==> config.mk <==
export PLATFORM = sky130hd
export DESIGN_NAME = pipeline_controller
export DESIGN_NICKNAME = d
export VERILOG_FILES = /design/src/rtl/pipeline_controller_pkg.sv /design/src/rtl/pipe_cycle_counter.sv /design/src/rtl/pipeline_controller.sv
export SDC_FILE = /design/constraint.sdc
export NUM_CORES = 1
export LEC_CHECK = 0
export ABC_CLOCK_PERIOD_IN_PS = 1290
export CAP_MARGIN = 10
export CORE_UTILIZATION = 29
export CTS_CLUSTER_DIAMETER = 100
export CTS_CLUSTER_SIZE = 14
export DETAILED_ROUTE_END_ITERATION = 6
export HOLD_SLACK_MARGIN = 0.06
export PLACE_DENSITY_LB_ADDON = 0.15
export SYNTH_ARGS = -nofsm -noshare
export SYNTH_HDL_FRONTEND = slang
export SYNTH_SLANG_ARGS = --single-unit
==> constraint.sdc <==
create_clock -name clk -period 1.29 [get_ports clk]
set_input_delay 0.129 -clock clk [delete_from_list [all_inputs] [get_ports clk]]
set_output_delay 0.129 -clock clk [all_outputs]
set_load 0.01 [all_outputs]
==> src/rtl/pipeline_controller_pkg.sv <==
// Shared definitions for the pipeline controller.
//   - pc_state_e   : 3-bit FSM state encoding
//   - DRAIN_CYCLES : pipeline cycles needed to retire EX, MEM and WB after a HALT
//   - ctrl_t       : bundle of per-cycle stage control strobes
//   - hazard_ctrl(): strobe pattern for an enabled, non-draining pipeline cycle
package pipeline_controller_pkg;

  localparam logic [2:0] StIdleEnc   = 3'd0;
  localparam logic [2:0] StRunEnc    = 3'd1;
  localparam logic [2:0] StStepEnc   = 3'd2;
  localparam logic [2:0] StDrainEnc  = 3'd3;
  localparam logic [2:0] StHaltedEnc = 3'd4;

  typedef enum logic [2:0] {
    StIdle   = StIdleEnc,
    StRun    = StRunEnc,
    StStep   = StStepEnc,
    StDrain  = StDrainEnc,
    StHalted = StHaltedEnc
  } pc_state_e;

  localparam int unsigned DRAIN_CYCLES = 3;
  localparam int unsigned DrainCntW    = 2;

  typedef struct packed {
    logic pc_write;
    logic write_if_id;
    logic flush_if_id;
    logic bubble_id_ex;
    logic pipe_en;
    logic step_done;
  } ctrl_t;

  // Load-use stall outranks a taken branch; the branch is seen again once the
  // stall clears because IF/ID is held.
  function automatic ctrl_t hazard_ctrl(input logic load_use, input logic branch_taken);
    ctrl_t c;
    c         = '0;
    c.pipe_en = 1'b1;
    if (load_use) begin
      c.bubble_id_ex = 1'b1;
    end else begin
      c.pc_write    = 1'b1;
      c.write_if_id = 1'b1;
      c.flush_if_id = branch_taken;
    end
    return c;
  endfunction

endpackage

==> src/rtl/pipe_cycle_counter.sv <==
// 32-bit executed-cycle counter.
//   clk_i   : clock
//   clr_ni  : synchronous active-low clear
//   en_i    : count enable, +1 per enabled cycle, wraps at 2^32
//   count_o : current count
module pipe_cycle_counter (
  input  logic        clk_i,
  input  logic        clr_ni,
  input  logic        en_i,
  output logic [31:0] count_o
);

  logic [31:0] count_d, count_q;

  always_comb begin
    count_d = count_q;
    if (en_i) begin
      count_d = count_q + 32'd1;
    end
  end

  always_ff @(posedge clk_i) begin
    if (!clr_ni) begin
      count_q <= '0;
    end else begin
      count_q <= count_d;
    end
  end

  assign count_o = count_q;

endmodule

==> src/rtl/pipeline_controller.sv <==
// Pipeline run/step/halt controller with hazard-driven stage strobes.
// Optional feature macro: PIPE_CYCLE_COUNTER_EN (enables o_cycle_count; tied to 0 otherwise).
// Ports:
//   clk, i_reset_n           : clock, synchronous active-low reset
//   i_run, i_step            : start continuous run / single step from IDLE
//   i_load_use               : load-use hazard in decode (stall)
//   i_branch_taken           : taken branch/jump in decode (flush IF/ID)
//   i_halt_id                : HALT in decode (drain then halt)
//   o_pc_write, o_write_IF_ID, o_flush_IF_ID, o_bubble_ID_EX, o_pipe_en : stage controls
//   o_halted                 : registered, high while in HALTED
//   o_step_done              : high during the single STEP cycle
//   o_cycle_count            : registered count of enabled cycles
module pipeline_controller
  import pipeline_controller_pkg::*;
(
  input  logic        clk,
  input  logic        i_reset_n,
  input  logic        i_run,
  input  logic        i_step,
  input  logic        i_load_use,
  input  logic        i_branch_taken,
  input  logic        i_halt_id,
  output logic        o_pc_write,
  output logic        o_write_IF_ID,
  output logic        o_flush_IF_ID,
  output logic        o_bubble_ID_EX,
  output logic        o_pipe_en,
  output logic        o_halted,
  output logic        o_step_done,
  output logic [31:0] o_cycle_count
);

  pc_state_e             state_d, state_q;
  logic [DrainCntW-1:0]  drain_cnt_d, drain_cnt_q;
  logic                  halted_d, halted_q;
  ctrl_t                 ctrl;
  logic                  halt_go;

  // A HALT seen alongside a load-use stall waits until the stall clears.
  assign halt_go = i_halt_id && !i_load_use;

  always_comb begin
    state_d     = state_q;
    drain_cnt_d = drain_cnt_q;
    ctrl        = '0;
    unique case (state_q)
      StIdle: begin
        if (i_run) begin
          state_d = StRun;
        end else if (i_step) begin
          state_d = StStep;
        end
      end
      StRun: begin
        ctrl = hazard_ctrl(i_load_use, i_branch_taken);
        if (halt_go) begin
          state_d     = StDrain;
          drain_cnt_d = '0;
        end
      end
      StStep: begin
        ctrl           = hazard_ctrl(i_load_use, i_branch_taken);
        ctrl.step_done = 1'b1;
        if (halt_go) begin
          state_d     = StDrain;
          drain_cnt_d = '0;
        end else begin
          state_d = StIdle;
        end
      end
      StDrain: begin
        // Fetch/decode frozen; older instructions retire through EX, MEM, WB.
        ctrl.pipe_en      = 1'b1;
        ctrl.bubble_id_ex = 1'b1;
        if (drain_cnt_q == DrainCntW'(DRAIN_CYCLES - 1)) begin
          state_d     = StHalted;
          drain_cnt_d = '0;
        end else begin
          drain_cnt_d = drain_cnt_q + 1'b1;
        end
      end
      StHalted: begin
        state_d = StHalted;
      end
      default: begin
        state_d     = StIdle;
        drain_cnt_d = '0;
      end
    endcase
    // Strobes stay quiet while reset is held, whatever the current state.
    if (!i_reset_n) begin
      ctrl = '0;
    end
  end

  assign halted_d = (state_d == StHalted);

  always_ff @(posedge clk) begin
    if (!i_reset_n) begin
      state_q     <= StIdle;
      drain_cnt_q <= '0;
      halted_q    <= 1'b0;
    end else begin
      state_q     <= state_d;
      drain_cnt_q <= drain_cnt_d;
      halted_q    <= halted_d;
    end
  end

  assign o_pc_write     = ctrl.pc_write;
  assign o_write_IF_ID  = ctrl.write_if_id;
  assign o_flush_IF_ID  = ctrl.flush_if_id;
  assign o_bubble_ID_EX = ctrl.bubble_id_ex;
  assign o_pipe_en      = ctrl.pipe_en;
  assign o_step_done    = ctrl.step_done;
  assign o_halted       = halted_q;

`ifdef PIPE_CYCLE_COUNTER_EN
  pipe_cycle_counter u_cycle_counter (
    .clk_i   (clk),
    .clr_ni  (i_reset_n),
    .en_i    (ctrl.pipe_en),
    .count_o (o_cycle_count)
  );
`else
  assign o_cycle_count = '0;
`endif

endmodule

==> results.ini <==
[outcome]
status = finished, violations left
violations = setup timing

[pwr]
clkPwrFrac_pct = 30.3
pwr-share-comb_pct = 35.0
internal-power_mw = 0.396
switching_share_pct = 32.7
powerDensity_nw_per_um2 = 797
switchingPower_mw = 0.193
peakVddDrop_mv = 0.458
seqPwrFrac_pct = 34.7
p_leak_nw = 0.362
p_total_mw = 0.589

[drt]
vias = 461
avgRoutedWirePerCell_um = 8.02
drc = 0
vias_per_cell = 3.72
first_pass_iters = 4
ant_nets = 0
wl_um = 994
drt_iter0_drc = 13

[yosys]
yosysTopAreaCellShare_pct = 42.4
synth_area_leaders = buf_4, dfxtp_1, nor2_1
synthFlopType = dfxtp_1
synthArstFlopShare_pct = 0
ys_seq_elements = 6
syn_area_um2 = 584
yosys_warnings = 0
synth_area_leader_cell = buf_4
seq_area_frac_synth_pct = 20.6
yosysUniqueCellTypes = 23
syn_avg_cell_area_um2 = 7.90
synth_edf_count = 0
synthCells = 74

[sta]
finalHoldViolations = 0
slew_viol_final = 0
rsz0062_at_grt = true
post-route-period-util_pct = 103
tns_ns = -0.0511
max_freq_mhz = 751
setup_violations = 2
layout_setup_ws_ns = -0.0420
fin_crit_ns = 1.33
finalClockSkew_ns = 0.00777

[setup_path]
arrival_ns = 1.49
critPathRequiredTime_ns = 1.44
start_kind = flop
cp-end-kind = flop
path_max_fanout = 6
crit_type = reg2reg

[layout]
drive_gt1_share_pct = 31.3
final_util_pct = 41.0
area_growth_pct = 26.6
layout_common_cells = conb_1, buf_4, nor2_1, clkdlybuf4s50_1
stdcell_count = 124
n_antenna_cell = 0
layout_commonest_cell = conb_1
finalNetCount = 108

[place]
gp_congestion = 0.842
port_buffers = 13
dp_hpwl_um = 801
placedCellCount = 120
place_ws_ns = -0.479

[floorplanning]
coreArea_um2 = 1800
num_io_pins = 46
fp.dieW_um = 46.9
fp-row-count = 15
initial_core_util_pct = 32.4
dieArea_um2 = 2200
die_y_um = 46.9

[clocking]
cts_buffers = 3
cts_root_buffer = clkbuf_4
clk_latency_ns = 0.25
hold_buffers = 0
clock-sinks = 6
clockBufferDepth = 2
htreeDepth = 1
tritoncts = done
clkSlewWorstSetupHoldPaths_ns = 0.05

[global_route]
grt_pass1_wl_um = 1510
grt_overflow = 0
grt_max_degree = 8
grt_pass1_vias = 340
antenna_found_initial = 0
grtUsageTotal_pct = 10.3

[hold_path]
hold_path_class = in2reg

[run]
drv_cap = 0

power by group through the flow:
stage | Sequential (mW) | Clock, mW | Combinational (mW)
floorplan | 0.204 | 0 | 0.184
global placement | 0.203 | 0 | 0.191
detailed placement | 0.204 | 0 | 0.190
CTS | 0.203 | 0.184 | 0.192
global route | 0.205 | 0.202 | 0.229
finish | 0.204 | 0.178 | 0.207
through the flow:
| stage | instance area (um^2) | hold slack, ns |
|---|---|---|
| detailed placement | 686 | 0.510 |
| finish | 739 | 0.430 |
| CTS | 712 | 0.417 |
| global route | 739 | 0.424 |
| floorplan | 701 | 0.287 |
| global placement | 686 | 0.517 |
logic make-up after synthesis:
| logic type | share of synthesized area (%) |
|---|---|
| AOI/OAI and AO/OA | 13.5 |
| xor gates and xnor gates | 1.50 |
| buffers and inverters | 46.3 |
| DFF | 20.6 |
| other | 0.642 |
| and+or+nand+nor | 17.6 |
final cells by class:
cell class / instances / area (um^2)
fill: 201 / 1060
multi-input combinational: 62 / 342
inverter: 3 / 11.3
timing repair buffer: 25 / 209
clock buffer: 3 / 22.5
sequential: 6 / 124
tap: 25 / 31.3
synth_stat cells, types with 2 or more instances:
cell       n
buf_4     33
a32oi_1    2
a31oi_1    2
inv_1      3
nand2b_1   2
dfxtp_1    6
o21ai_0    2
a21oi_1    2
nand2_1    2
nand3b_1   2
nor2_1     6
timing repair:
item / 4_1_cts / 5_1_grt
pin swaps: 3 / 3
endpoints found under the setup margin: 7 / 5
gates resized for setup: 33 / 5
buffers inserted: 0 / 1
state kept, by name (all words and copies together) (netlist names):
register     cells
drain_cnt_q      2
state_q          3
o_halted         1
worst max-delay path, stage by stage, from the launching register on:
cell      delay [ns]
dfxtp_2         0.33
buf_6           0.13
and2_4          0.15
or3_4           0.37
a311oi_2        0.26
routing by layer:
layer,track usage (%),part of all wire (%),up-vias
li1,-,-,229
met1,12.4,42,199
met2,15.6,46,31
met3,5.77,11,2
met4,3.43,0.60,0
met5,0,0,-
worst paths after layout:
kind                  start              to  slack (ns)  depth (start not counted)
max              state_q[0]  drain_cnt_q[0]       -0.04                          4
min reg2reg  drain_cnt_q[1]  drain_cnt_q[1]        0.53                          2
max reg2reg      state_q[0]  drain_cnt_q[0]       -0.04                          4
min               i_reset_n      state_q[1]        0.43                          4
(Power assumes the default switching activity.)
